`src/rtl/prbs15_pkg.sv`:
```
// Shared definitions for the PRBS-15 pattern generator: FSM/phase encoding,
// polynomial tap positions and a single-step LFSR helper.
package prbs15_pkg;

   localparam int LFSR_W      = 15;
   localparam int POLY_TAP_HI = 14;
   localparam int POLY_TAP_LO = 13;

   // State encoding doubles as the externally visible phase code.
   typedef enum logic [1:0] {
      IDLE   = 2'd0,
      LOAD   = 2'd1,
      REPEAT = 2'd2,
      PRBS   = 2'd3
   } state_t;

   // One Fibonacci step of x^15+x^14+1: feedback bit enters at the LSB.
   function automatic logic [LFSR_W-1:0] lfsr_adv1(input logic [LFSR_W-1:0] s);
      return {s[LFSR_W-2:0], s[POLY_TAP_HI] ^ s[POLY_TAP_LO]};
   endfunction

endpackage

```
`src/rtl/prbs15_pattern_gen_if.sv`:
```
// Control/data bundle between the pattern generator and its user.
interface prbs15_pattern_gen_if #(
   parameter int DATA_W = 8,
   parameter int REP_W  = 2
) ();

   logic              start;
   logic              stop;
   logic [REP_W-1:0]  n;
   logic [DATA_W-1:0] data_in;
   logic              data_in_valid;
   logic [DATA_W-1:0] data_out;
   logic              data_out_valid;
   logic              busy;
   logic [1:0]        phase;

   // Pattern consumer / sequencer side
   modport master (
      output start, stop, n, data_in, data_in_valid,
      input  data_out, data_out_valid, busy, phase
   );

   // Pattern generator side
   modport slave (
      input  start, stop, n, data_in, data_in_valid,
      output data_out, data_out_valid, busy, phase
   );

endinterface

```
`src/rtl/prbs15_step.sv`:
```
// Combinational multi-step PRBS-15 advance: produces DATA_W new bits
// (first-generated bit in the MSB) and the resulting LFSR state.
module prbs15_step
   import prbs15_pkg::*;
#(
   parameter int DATA_W = 8
) (
   input  logic [LFSR_W-1:0] s_in,
   output logic [LFSR_W-1:0] s_out,
   output logic [DATA_W-1:0] bits
);

   logic [LFSR_W-1:0] s_work;

   // Unroll DATA_W single steps, collecting each feedback bit MSB-first.
   always_comb begin
      s_work = s_in;
      bits   = '0;
      for (int i = 0; i < DATA_W; i++) begin
         s_work                = lfsr_adv1(s_work);
         bits[DATA_W - 1 - i]  = s_work[0];
      end
      s_out = s_work;
   end

endmodule

```
`src/rtl/prbs15_pattern_gen.sv`:
```
// Test-pattern source: captures a NUM_WORDS preamble, replays it n times,
// then streams PRBS-15 words until stopped.
module prbs15_pattern_gen
   import prbs15_pkg::*;
#(
   parameter int               DATA_W    = 8,
   parameter int               NUM_WORDS = 4,
   parameter int               REP_W     = 2,
   parameter logic [LFSR_W-1:0] SEED     = 15'h7FFF
) (
   input logic                clk,
   input logic                rst,
   prbs15_pattern_gen_if.slave bus
);

   localparam int IDX_W = (NUM_WORDS > 1) ? $clog2(NUM_WORDS) : 1;
   localparam int CNT_W = REP_W + $clog2(NUM_WORDS) + 1;
   localparam logic [IDX_W-1:0] IDX_LAST = IDX_W'(NUM_WORDS - 1);

   state_t             state;
   logic [REP_W-1:0]   n_lat;
   logic [IDX_W-1:0]   idx;
   logic [CNT_W-1:0]   rep_cnt;
   logic [DATA_W-1:0]  pre_buf [NUM_WORDS];
   logic [LFSR_W-1:0]  lfsr;
   logic [LFSR_W-1:0]  lfsr_next;
   logic [DATA_W-1:0]  prbs_bits;
   logic [DATA_W-1:0]  data_out_r;
   logic               valid_r;
   logic               busy_r;
   logic [1:0]         phase_r;

   prbs15_step #(.DATA_W(DATA_W)) u_step (
      .s_in  (lfsr),
      .s_out (lfsr_next),
      .bits  (prbs_bits)
   );

   assign bus.data_out       = data_out_r;
   assign bus.data_out_valid = valid_r;
   assign bus.busy           = busy_r;
   assign bus.phase          = phase_r;

   // Sequencer FSM with its counters, preamble store and registered outputs.
   // phase/busy are updated on every transition so they always match state.
   always_ff @(posedge clk or negedge rst) begin
      if (!rst) begin
         state      <= IDLE;
         n_lat      <= '0;
         idx        <= '0;
         rep_cnt    <= '0;
         lfsr       <= SEED;
         data_out_r <= '0;
         valid_r    <= 1'b0;
         busy_r     <= 1'b0;
         phase_r    <= IDLE;
         for (int i = 0; i < NUM_WORDS; i++) begin
            pre_buf[i] <= '0;
         end
      end else begin
         case (state)
            IDLE: begin
               valid_r <= 1'b0;
               if (bus.start && !bus.stop) begin
                  n_lat   <= bus.n;
                  idx     <= '0;
                  state   <= LOAD;
                  phase_r <= LOAD;
                  busy_r  <= 1'b1;
               end
            end
            LOAD: begin
               valid_r <= 1'b0;
               if (bus.stop) begin
                  idx     <= '0;
                  state   <= IDLE;
                  phase_r <= IDLE;
                  busy_r  <= 1'b0;
               end else if (bus.data_in_valid) begin
                  pre_buf[idx] <= bus.data_in;
                  if (idx == IDX_LAST) begin
                     idx <= '0;
                     if (n_lat != '0) begin
                        rep_cnt <= CNT_W'(n_lat) * CNT_W'(NUM_WORDS) - CNT_W'(1);
                        state   <= REPEAT;
                        phase_r <= REPEAT;
                     end else begin
                        lfsr    <= SEED;
                        state   <= PRBS;
                        phase_r <= PRBS;
                     end
                  end else begin
                     idx <= idx + IDX_W'(1);
                  end
               end
            end
            REPEAT: begin
               if (bus.stop) begin
                  valid_r <= 1'b0;
                  idx     <= '0;
                  state   <= IDLE;
                  phase_r <= IDLE;
                  busy_r  <= 1'b0;
               end else begin
                  data_out_r <= pre_buf[idx];
                  valid_r    <= 1'b1;
                  idx        <= (idx == IDX_LAST) ? '0 : idx + IDX_W'(1);
                  if (rep_cnt == '0) begin
                     lfsr    <= SEED;
                     state   <= PRBS;
                     phase_r <= PRBS;
                  end else begin
                     rep_cnt <= rep_cnt - CNT_W'(1);
                  end
               end
            end
            PRBS: begin
               if (bus.stop) begin
                  valid_r <= 1'b0;
                  idx     <= '0;
                  state   <= IDLE;
                  phase_r <= IDLE;
                  busy_r  <= 1'b0;
               end else begin
                  data_out_r <= prbs_bits;
                  valid_r    <= 1'b1;
                  lfsr       <= lfsr_next;
               end
            end
            default: begin
               valid_r <= 1'b0;
               state   <= IDLE;
               phase_r <= IDLE;
               busy_r  <= 1'b0;
            end
         endcase
      end
   end

endmodule

```
`src/flat_wrapper.sv`:
```
// flat-port wrapper written by rule: the top's interface ports become plain ports
module prbs15_pattern_gen_flat import prbs15_pkg::*;
#(
   parameter int               DATA_W    = 8,
   parameter int               NUM_WORDS = 4,
   parameter int               REP_W     = 2,
   parameter logic [LFSR_W-1:0] SEED     = 15'h7FFF
)
  (clk, rst, bus_start, bus_stop, bus_n, bus_data_in, bus_data_in_valid, bus_data_out, bus_data_out_valid, bus_busy, bus_phase);
  prbs15_pattern_gen_if #(.DATA_W(DATA_W), .REP_W(REP_W)) bus_i ();
  input logic clk;
  input logic rst;
  input wire logic [$bits(bus_i.start)-1:0] bus_start;
  input wire logic [$bits(bus_i.stop)-1:0] bus_stop;
  input wire logic [$bits(bus_i.n)-1:0] bus_n;
  input wire logic [$bits(bus_i.data_in)-1:0] bus_data_in;
  input wire logic [$bits(bus_i.data_in_valid)-1:0] bus_data_in_valid;
  output wire logic [$bits(bus_i.data_out)-1:0] bus_data_out;
  output wire logic [$bits(bus_i.data_out_valid)-1:0] bus_data_out_valid;
  output wire logic [$bits(bus_i.busy)-1:0] bus_busy;
  output wire logic [$bits(bus_i.phase)-1:0] bus_phase;
  assign bus_i.start = bus_start;
  assign bus_i.stop = bus_stop;
  assign bus_i.n = bus_n;
  assign bus_i.data_in = bus_data_in;
  assign bus_i.data_in_valid = bus_data_in_valid;
  assign bus_data_out = bus_i.data_out;
  assign bus_data_out_valid = bus_i.data_out_valid;
  assign bus_busy = bus_i.busy;
  assign bus_phase = bus_i.phase;
  prbs15_pattern_gen #(.DATA_W(DATA_W), .NUM_WORDS(NUM_WORDS), .REP_W(REP_W), .SEED(SEED)) u_core (.clk(clk), .rst(rst), .bus(bus_i));
endmodule
```
`config.mk`:
```
export PLATFORM = sky130hd
export DESIGN_NAME = prbs15_pattern_gen_flat
export DESIGN_NICKNAME = d
export VERILOG_FILES = /design/src/rtl/prbs15_pkg.sv /design/src/rtl/prbs15_pattern_gen_if.sv /design/src/rtl/prbs15_step.sv /design/src/rtl/prbs15_pattern_gen.sv /design/src/flat_wrapper.sv
export SDC_FILE = /design/constraint.sdc
export NUM_CORES = 1
export LEC_CHECK = 0
export CAP_MARGIN = 25
export CORE_MARGIN = 10
export CORE_UTILIZATION = 55
export CTS_CLUSTER_DIAMETER = 40
export DETAILED_ROUTE_END_ITERATION = 8
export GPL_ROUTABILITY_DRIVEN = 0
export PLACE_DENSITY = 0.77
export SLEW_MARGIN = 10
export SYNTH_ARGS = -nofsm -noshare
export SYNTH_HDL_FRONTEND = slang
export SYNTH_SLANG_ARGS = --single-unit
```
`constraint.sdc`:
```
create_clock -name clk -period 2.05 [get_ports clk]
set_input_delay 0.615 -clock clk [delete_from_list [all_inputs] [get_ports clk]]
set_output_delay 0.615 -clock clk [all_outputs]
set_load 0.03 [all_outputs]
```
==> metrics list, run 1 <==
- The clock passes through at most 2 buffers.
* Number of instances in the synthesized netlist: 280
* Syn avg cell area: 12.2 um^2
- Top FF cell, synth: dfrtp_1
* Top cell types by occurrence after synthesis: dfrtp_1, mux2_2, inv_1
* All-Layer GR Usage: 0.149
* Vias per Instance: 5.83
- dfrtp_1 is the most common cell in the netlist.
- Summed over all layers, the global routing overflow is 0.
- Worst Path Buf+Inv: 1
- Number of library cell types mapped by synthesis: 42
* Maximum cell stage delay along the critical path: 0.68 ns
- For this design the static power due to leakage is 1.94 nW.
* Cell types with the largest area share after synthesis: dfrtp_1, dfstp_2, mux2_2, mux4_2, ha_1
- Number of synthesized flops with an enable pin: 0
* DR pass1 iterations: 4
- The clock reaches the later pin of the worst-skew pair after 0.34 ns.
- Vertical die dimension: 98.7 um
- Accumulated negative setup slack: 0 ns
- Setup crit end kind: primary output
* Relative slew slack: 0.639
- The detailed router placed 2368 vias in this run.
- Of the total power, registers draw 0.347.
* Die area: 9740 um^2
- Once routing completed, OpenROAD measured the worst setup slack at 0.0410 ns.
* Total Power: 6.34 mW
- H-Tree Depth: 3
- CTS tree: built
- From synthesis to final layout, the design area changed by 24.9%.
- The number of antenna diodes in the final layout is 0.
- Clock transition at the registers of the reported paths: 0.08 ns
- Along the worst path, the maximum fanout reaches 2.
- Worst Path Arrival: 1.39 ns
* Crit path max-delay cell type: clkdlybuf4s50_1
- The initial antenna violation count was 0.
- In the global route stage, met2 resource usage came out at 0.235.
- The worst setup path is launched from a register.
* Worst Reg2Reg Path Length in Cells: 7
- Fraction of the yosys area taken by sequential cells: 0.505
* Met3 usage: 0.0391
- Starting density of the core: 0.572
* Number of global-route vias before repair: 2411
- With fillers left out, the area of the finished cells amounts to 4250 um^2.
- Timing would allow up to 498 MHz.
- Result of the run: finished clean
- The number of failing hold endpoints at the final stage was 0.
- Post-synthesis instance area: 3410 um^2
- Reg2Reg Capture Point: u_core.lfsr[8]
* GR Layer Usage met1: 0.191
- In the synthesized netlist the async set-or-reset flop fraction comes to 1.00.
* Shortest period the worst path allows: 2.01 ns
- The share of total power dissipated in combinational logic is 0.431.
* DRC violation total after the first TritonRoute iteration: 148
- Core Area: 5960 um^2
- HPWL after detailed placement: 5070 um
- Of the cells placed in the final design, the portion with a size suffix greater than 1 is 0.332.
- Of all cell types, the one taking the most synthesized area is dfrtp_1.
- Power dissipated by switching net loads: 2.24 mW
* Final worst-path cycle share: 0.980
- Clock buffers created by TritonCTS: 9
- For this run, design rule violations remaining after detail routing come to 0.
- Final setup violating endpoints: 0
* Row count: 28
- Synthesis Warnings: 0
- Number of buffer cells added on primary ports: 26
- Cell type group with the largest total delay on the critical path: buffers and inverters
- On the final layout, the worst hold slack is 0.246 ns.
- Clk root buf: clkbuf_8
- Final count of pins violating max slew: 0
* Int Pwr: 4.10 mW
* RSZ-0062 raised after global routing: no
- Before CTS, the worst setup slack after placement is -0.210 ns.
- Number of nets in the finished design: 352
- Wire length of the first global-routing pass: 11900 um
* Type of the worst setup path: register to primary output
* Placement-stage cell area: 3910 um^2
* Register-to-register path setup slack: 0.08 ns
- VDD sags by at most 0.743 mV.
- Crit path cell chain: clkdlybuf4s50_1
- Class of the worst hold path: input port to async pin
- Number of nets produced by synthesis: 306
- Number of synthesized register bits: 68
* Antenna-violating nets left: 0
- Slew at the pin closest to its max-slew limit: 0.542 ns
- Largest net degree at the start of global routing: 27
- At the worst endpoint, the required time is 1.43 ns.
- Setup Skew: 0.00485 ns
- met2 is the most crowded layer.
- In this run the horizontal extent of the chip is 98.7 um.
- In this run the critical register-to-register path is launched from u_core.rep_cnt[0].
- Average detailed-routed wire length per instance: 18.0 um
- The tool flagged a number of max-cap violations equal to 0.
* Net switching fraction of the power: 0.354
- Sink Count: 68
- In this run the power density over the cells is 1490 nW/um^2.
* Clock share of power: 0.223
- Detailed-route wire length: 7320 um
- Num ports: 27
* Top-area cell type share of the netlist area: 0.389
==> final cells by class <==
cell class                      count  area, um^2
Fill cell                         436        1700
Sequential cell                    68        1720
Inverter                           21        78.8
Multi-Input combinational cell    176        1550
Timing Repair Buffer               50         551
Tap cell                           75        93.8
Clock buffer                       11         151
Clock inverter                      5         106
==> placed cells by master (no fill, tap or decap), types with 2 or more instances in the layout <==
cell / n
buf_4: 16
xnor2_1: 8
buf_12: 6
clkdlybuf4s50_1: 20
a2bb2oi_1: 6
o21ai_0: 10
nand4b_1: 2
ha_1: 9
mux2i_1: 5
nor2_1: 16
dfstp_2: 15
clkbuf_16: 2
dfrtp_1: 53
inv_2: 2
nand2_1: 15
mux2_2: 34
bufinv_16: 3
dlygate4sd2_1: 2
dlymetal6s2s_1: 3
inv_1: 19
a31oi_1: 2
a41oi_1: 12
a21oi_1: 18
mux4_2: 8
nand2b_1: 4
nand3b_1: 3
mux2_4: 2
clkbuf_8: 11
==> routing by layer <==
metal,vias up,share of wire
li1,1098,-
met1,1192,0.44
met2,62,0.50
met3,16,0.040
met4,0,0.020
met5,-,0
==> state kept, by name (all words and copies together) (netlist names) <==
register                   cells
u_core.bus.busy                1
u_core.bus.data_out            8
u_core.bus.data_out_valid      1
u_core.bus.phase               2
u_core.idx                     2
u_core.lfsr                   15
u_core.n_lat                   2
u_core.pre_buf                32
u_core.rep_cnt                 5
==> power groups by stage <==
| stage | clock network (mW) | logic [mW] | registers [mW] |
|---|---|---|---|
| floorplan | 0 | 1.65 | 2.34 |
| global placement | 0 | 2.55 | 2.18 |
| global route | 1.49 | 2.97 | 2.26 |
| CTS | 1.43 | 2.64 | 2.19 |
| detailed placement | 0 | 2.65 | 2.21 |
| finish | 1.41 | 2.73 | 2.20 |
==> worst max path at each step <==
| stage | from | endpoint | slack [ns] | cells after the start |
|---|---|---|---|---|
| 4_1_cts | u_core.bus.data_out[1] | bus_data_out[1] | 0.02 | 1 |
| 6_report | u_core.bus.data_out[6] | bus_data_out[6] | 0.04 | 1 |
| 2_1_floorplan | u_core.bus.phase[1] | u_core.pre_buf[0] | 0.06 | 7 |
| 3_3_place_gp | bus_stop | u_core.lfsr[13] | -0.11 | 6 |
| 3_5_place_dp | bus_stop | u_core.lfsr[8] | -0.21 | 6 |
| 5_1_grt | u_core.bus.data_out[6] | bus_data_out[6] | 0.001 | 1 |
==> logic make-up after synthesis <==
family                   after synthesis  synth area share
flip-flops                            68             0.505
AO/OA/AOI/OAI                         61             0.130
multiplexers                          49             0.189
AND/OR/NAND/NOR                       47            0.0691
buffers and inverters                 36            0.0456
adder cells (fa/ha/maj)               11            0.0404
XOR/XNOR                               8            0.0206
==> what timing repair did <==
item | 4_1_cts | 5_1_grt
hold buffers | 0 | 0
pin swaps | 0 | 2
endpoints found under the setup margin | 2 | 10
gates cloned | 0 | 2
endpoints found under the hold margin | 0 | 0
buffers inserted | 0 | 1
gates resized for setup | 2 | 9
==> stage by stage <==
stage	std cells	util
2_1_floorplan	280	-
3_3_place_gp	387	0.657
3_5_place_dp	387	0.657
4_1_cts	403	0.700
5_1_grt	406	0.714
6_report	406	0.714
Power figures use the tool's default switching activity.
==> inputs of run 2 (changes only) <==
--- a/config.mk
+++ b/config.mk
@@ -6,6 +6,7 @@
 export NUM_CORES = 1
 export LEC_CHECK = 0
 export CAP_MARGIN = 25
+export CORE_ASPECT_RATIO = 0.5
 export CORE_MARGIN = 10
 export CORE_UTILIZATION = 55
 export CTS_CLUSTER_DIAMETER = 40
==> metrics list, run 2 (synthesized netlist as in run 1, its figures left out) <==
- Critical path destination: u_core.lfsr[0]
* Core Area: 6030 um^2
- In the finished design, the share of the clock period the worst path needs comes to 0.982.
- Data on the critical path is required at its endpoint by 2.30 ns.
- Number of nets in the finished design: 353
- Final count of pins violating max slew: 0
- The detailed router used layers up to and including met4.
- The detail route stage leaves a number of antenna-violating nets equal to 0.
- Number of global-route vias before repair: 2500
- Drc violations: 0
* DRC violation total after the first TritonRoute iteration: 151
- Vias per Instance: 5.71
- For this design the top-level I/O count stands at 27.
- For this design, the CTS-stage hold fixing added 0 buffers.
- Along the worst path, the maximum fanout reaches 6.
- Derived from the worst setup path, the maximum achievable clock frequency is 497 MHz.
- Detailed-route wire length: 7620 um
- On the final layout, the worst clock skew is 0.00683 ns.
- Met1 routed wirelength after detailed routing: 3370 um
* Final setup violating endpoints: 0
- Met3 layer wire length in the routed design: 371 um
* DR pass1 iterations: 5
- Type of the worst setup path: register to register
* Final cell count without fillers: 420
* Clock buffers created by TritonCTS: 9
- The finished cells cover 4420 um^2.
- Number of buffer cells added on primary ports: 26
- Starting density of the core: 0.565
- After global routing the overflow that remains totals 0.
- Average detailed-routed wire length per instance: 18.1 um
- The clock passes through at most 2 buffers.
- At the worst endpoint, the arrival time is 2.26 ns.
* Largest Register: u_core.pre_buf
* Number of maximum-capacitance violations: 0
- Detailed routing inserted a total of 2397 vias.
- The repair_antennas step left the layout with diodes totalling 0.
- TritonCTS built the clock tree.
- Slew at the pin closest to its max-slew limit: 0.461 ns
- Placement-stage cell area: 3930 um^2
* Die area: 9930 um^2
- Counting every sink on the clock net gives 68.
- Counting cells, the worst reg-to-reg path comes to 8.
- Type of origin of the critical path: register
- Largest net degree at the start of global routing: 52
- All-Layer GR Usage: 0.161
- Setup crit end kind: register
- Leaving out fill and tap cells, the most frequent cell in the layout is dfrtp_1.
* Antenna violations before repair: 0
- The endpoint identified for the worst register-to-register timing path is u_core.lfsr[0].
- In the final layout, the share of cells above drive strength 1 is 0.340.
- The floorplan has 20 rows.
- H-Tree Depth: 3
* Relative slew slack: 0.689
- Clock transition at the registers of the reported paths: 0.06 ns
- At the later pin of the worst-skew pair, clock insertion delay measures 0.34 ns.
- The most critical setup path has its startpoint at u_core.rep_cnt[0].
* Result of the run: finished clean
* Critical R2R Launch: u_core.rep_cnt[0]
- CTS placed an instance of clkbuf_16 at the clock tree root.
* Synth-to-Final Area Change: 29.9%
* Class of the worst hold path: input port to async pin
- Leakage: 2.01 nW
- HPWL after detailed placement: 5000 um
* Cell count after placement: 400
- Measured along the x axis, the die boundary spans 131 um.
* Commonest non-fill, non-tap cells in the layout: dfrtp_1, mux2_2, clkdlybuf4s50_1
- From bottom edge to top edge, the die measures 75.6 um.
- Wire length of the first global-routing pass: 12500 um
- Largest vdd supply drop: 1.21 mV
- The clock period could shrink to 2.01 ns.
- Areal power density over the cells: 1570 nW/um^2
* Met2 wire length: 3770 um
- The register with the most flip-flops in the layout has 32 of them.
- For flop-to-flop paths, the worst setup slack is 0.04 ns.
- Final hold violations: 0
## run 2: changes by cell type in the layout (fill, tap and decap cells not counted), moves of 2 or more
cell | previous run | this run
clkbuf_8 | 11 | 0
clkinv_2 | 0 | 2
inv_1 | 19 | 21
buf_4 | 16 | 14
a41oi_1 | 12 | 10
a41oi_2 | 1 | 3
clkdlybuf4s50_1 | 20 | 22
buf_6 | 0 | 2
clkbuf_16 | 2 | 11
inv_2 | 2 | 0
## run 2: per-layer routing
metal / vias to the layer above / track usage
met5: - / 0
met4: 0 / 0.0575
met3: 10 / 0.0638
met2: 51 / 0.271
met1: 1225 / 0.188
li1: 1111 / -
## run 2: timing repair
action / 4_1_cts / 5_1_grt
setup buffers: 0 / 2
gates resized for setup: 2 / 11
pin swaps: 0 / 3
setup endpoints to repair: 3 / 15
cloned: 0 / 2
## run 2: worst max-delay path: stages (launching register included)
cell     delay, ns
dfrtp_1       0.40
inv_1         0.12
ha_4          0.16
or4b_4        0.51
o21ai_4       0.19
buf_12        0.15
buf_6         0.12
a21oi_1       0.08
a41oi_1       0.20
## run 2: area by class of cell
type | count | area, um^2
well taps | 88 | 110
fillers | 379 | 1610
flip-flops and latches | 68 | 1720
repair buffers | 51 | 577
clock buffers | 9 | 225
multi-input cells | 176 | 1570
clock inverters | 7 | 139
inverters | 21 | 78.8
## run 2: report_power, final
| group | switching, mW | total, mW | internal, mW | leakage, nW |
|---|---|---|---|---|
| registers | 0.299 | 2.19 | 1.89 | 0.828 |
| clock network | 0.578 | 1.89 | 1.31 | 0.179 |
| logic | 1.47 | 2.86 | 1.39 | 1.00 |
## run 2: worst min path at each step
stage                                   to  slack, ns
global route             u_core.pre_buf[5]       0.22
detailed placement  u_core.bus.data_out[7]       0.48
CTS                      u_core.pre_buf[5]       0.20
floorplan                  u_core.bus.busy       0.32
finish                   u_core.pre_buf[5]       0.20
global placement    u_core.bus.data_out[7]       0.47
## run 2: through the flow
step                      TNS, ns  setup WS (ns)  power, mW  hold slack, ns  utilization
after global placement      -9.33         -0.423       4.72           0.466        0.651
final                           0         0.0377       6.93           0.204        0.734
after global routing      -0.0479        -0.0216       7.36           0.221        0.734
after CTS                       0         0.0110       6.77           0.203        0.712
after detailed placement   -10.85         -0.399       4.84           0.481        0.651
after floorplan                 0         0.0631       3.99           0.319            -
==> inputs of run 3 (changes only) <==
--- a/config.mk
+++ b/config.mk
@@ -5,6 +5,7 @@
 export SDC_FILE = /design/constraint.sdc
 export NUM_CORES = 1
 export LEC_CHECK = 0
+export ABC_AREA = 1
 export CAP_MARGIN = 25
 export CORE_ASPECT_RATIO = 0.5
 export CORE_MARGIN = 10
==> metrics list, run 3 <==
- The run finished with clean final reports.
- For this run, the top clock speed supported by timing is 500 MHz.
- Leaving out fill and tap cells, the most frequent cells in the layout are nand2_1, dfrtp_1, nand3_1.
- In the global route stage, met1 resource usage came out at 0.199.
- Cell types with the largest area share after synthesis: dfrtp_1, nand2_1, dfstp_2, nand3_1, o21ai_0
- Largest buffer count on any clock path: 2
- Clock buffers created by TritonCTS: 9
- Fraction of the yosys area taken by sequential cells: 0.489
* Setup WS post-layout: 0.0511 ns
- Vias per Instance: 5.15
- For this run, the slowest stage of the critical path takes 0.68 ns.
- After technology mapping, the gate count stands at 427.
- In this run the worst path has a maximum fanout of 2.
* Number of nets in the finished design: 486
- The max-slew violation count is 0.
* Final hold violations: 0
* Quantity of hold-fixing buffers added after cts: 0
- Fraction of registers with async set or reset after synthesis: 1.00
- The first global-routing pass estimated 13300 um of wire.
- Dividing total power by cell area gives a power density of 1630 nW/um^2.
* Num ports: 27
- Counting flops with a built-in enable in the synthesized netlist gives 0.
- Detailed-route wire length: 7620 um
- HPWL after detailed placement: 5100 um
- The register with the most flip-flops in the layout has 32 of them.
* Number of nets produced by synthesis: 453
- For this configuration, the core starts out at a cell density of 0.573.
* Yosys top cell by area: dfrtp_1
* Worst slack at placement: -0.0598 ns
* Number of global-route vias before repair: 2768
- Antenna-violating nets left: 0
- DRC violation total after the first TritonRoute iteration: 212
* Cell type group with the largest total delay on the critical path: buffers and inverters
- Number of synthesized register bits: 68
- Largest Register: u_core.pre_buf
* Antenna violations before repair: 0
- Largest net degree at the start of global routing: 53
- On the final layout, the worst clock skew is 0.00627 ns.
* Number of buffer cells added on primary ports: 26
- Clock-pin slew was measured on the worst setup and hold paths at 0.06 ns.
- Worst Path Arrival: 1.38 ns
* DR pass1 iterations: 4
- Layout cells sized above 1: 0.155
* Clk root buf: clkbuf_16
* Shortest period the worst path allows: 2.00 ns
* Sum of overflow across all layers after global routing: 0
- Post-synthesis instance area: 3520 um^2
- Leakage: 2.00 nW
- In the routed design, unresolved DRC markers number 0.
- CTS tree: built
* Library cell with the highest instance count after synthesis: nand2_1
* Top FF cell, synth: dfrtp_1
- The repair_antennas step left the layout with diodes totalling 0.
- In the global route stage, overall resource usage came out at 0.156.
* Count of buffers added by post-CTS timing repair for setup: 0
- Across the VDD grid, the largest voltage drop is 0.513 mV.
- Clock tree synthesis found a total of 68 sinks.
- Setup total negative slack on the finished layout was measured at 0 ns.
- Clock network latency to the later pin of the worst-skew pair: 0.33 ns
- Final worst-path cycle share: 0.975
- The commonest cells after synthesis are nand2_1, dfrtp_1, nand3_1.
* Placement-stage cell area: 3860 um^2
- Number of vias after detailed routing: 2849
- For met2 alone, demand over resource in global routing was 0.251.
- Crit path cell chain: clkdlybuf4s50_1
- On the critical path, the stage with the largest delay is an instance of clkdlybuf4s50_1.
- H-Tree Depth: 3
- Once layout is done, the placed cells without fillers occupy 4160 um^2.
- For this run, global-route usage on met3 was measured as 0.0493.
- The floorplan has 20 rows.
* Core Area: 6130 um^2
* Number of maximum-capacitance violations: 0
- The number of buffers and inverters on the critical path is 1.
- Worst slack on hold paths: 0.200 ns
* Average detailed-routed wire length per instance: 13.8 um
* Class of the worst hold path: input port to async pin
* Syn avg cell area: 8.23 um^2
- Worst EP required: 1.43 ns
- Synth-to-Final Area Change: 18.3%
* Slew at the pin closest to its max-slew limit: 0.387 ns
- Number of library cell types mapped by synthesis: 29
- During synthesis, Yosys emitted a total of 0 warnings.
- Relative slew slack: 0.739
- Setup repair after global routing left no endpoint under its margin.
- The worst setup path is captured at a primary output.
- Summing internal, switching and leakage power gives 6.76 mW.
- Type of the worst setup path: register to primary output
- Setup violations remaining at the end of the flow were counted as 0.
- The library cell used most frequently in the layout, excluding fill and tap cells, is nand2_1.
* Vertical die dimension: 76.5 um
* Width of the die: 133 um
* Type of origin of the critical path: register
- The share of synthesized area in the top cell type comes to 0.377.
* Grt peak-use layer: met2
* Die area: 10200 um^2
==> run 3: layout make-up <==
class	instances	area (um^2)
tap	88	110
sequential	68	1720
clock inverter	7	76.3
clock buffer	9	225
inverter	31	116
multi-input combinational	312	1550
fill	484	1970
timing repair buffer	38	355
==> run 3: path summary, 6_finish.rpt <==
path / slack [ns] / end / cells after the start / start
worst max-delay path: 0.05 / bus_data_out[2] / 1 / u_core.bus.data_out[2]
worst min-delay path: 0.20 / u_core.pre_buf[2] / 1 / rst
worst max register to register: 0.25 / u_core.pre_buf[1] / 7 / u_core.bus.phase[1]
worst min register to register: 0.46 / u_core.lfsr[2] / 2 / u_core.lfsr[2]
max in group asynchronous: 1.19 / u_core.lfsr[12] / 2 / rst
min in group clk: 0.46 / u_core.lfsr[2] / 2 / u_core.lfsr[2]
==> run 3: timing repair <==
item,CTS,global route
endpoints found under the setup margin,2,0
resized for setup,2,0
hold endpoints to repair,0,0
==> run 3: kinds of logic after synthesis <==
kind of cell | count (synthesis) | synth area share
AOI/OAI and AO/OA | 70 | 0.105
xor gates and xnor gates | 3 | 0.00747
adders and majority gates | 11 | 0.0391
buffers and inverters | 47 | 0.0687
DFF | 68 | 0.489
and+or+nand+nor | 228 | 0.290
==> run 3: power breakdown <==
part	total [mW]	leakage, nW	switching (mW)	internal [mW]
sequential	2.38	0.848	0.359	2.02
combinational	2.83	1.01	1.74	1.08
clock	1.55	0.142	0.608	0.947
==> run 3: per-layer routing <==
metal  routed length (um)  vias to the layer above
met5                    0                        -
met4                   68                        0
met3                  245                        8
met2                 3600                       42
met1                 3710                     1355
li1                     -                     1444
==> run 3: metrics by stage <==
| step | utilization | cells |
|---|---|---|
| global route | 0.678 | 553 |
| global placement | 0.629 | 537 |
| finish | 0.678 | 553 |
| detailed placement | 0.629 | 537 |
| CTS | 0.678 | 553 |
| floorplan | - | 427 |
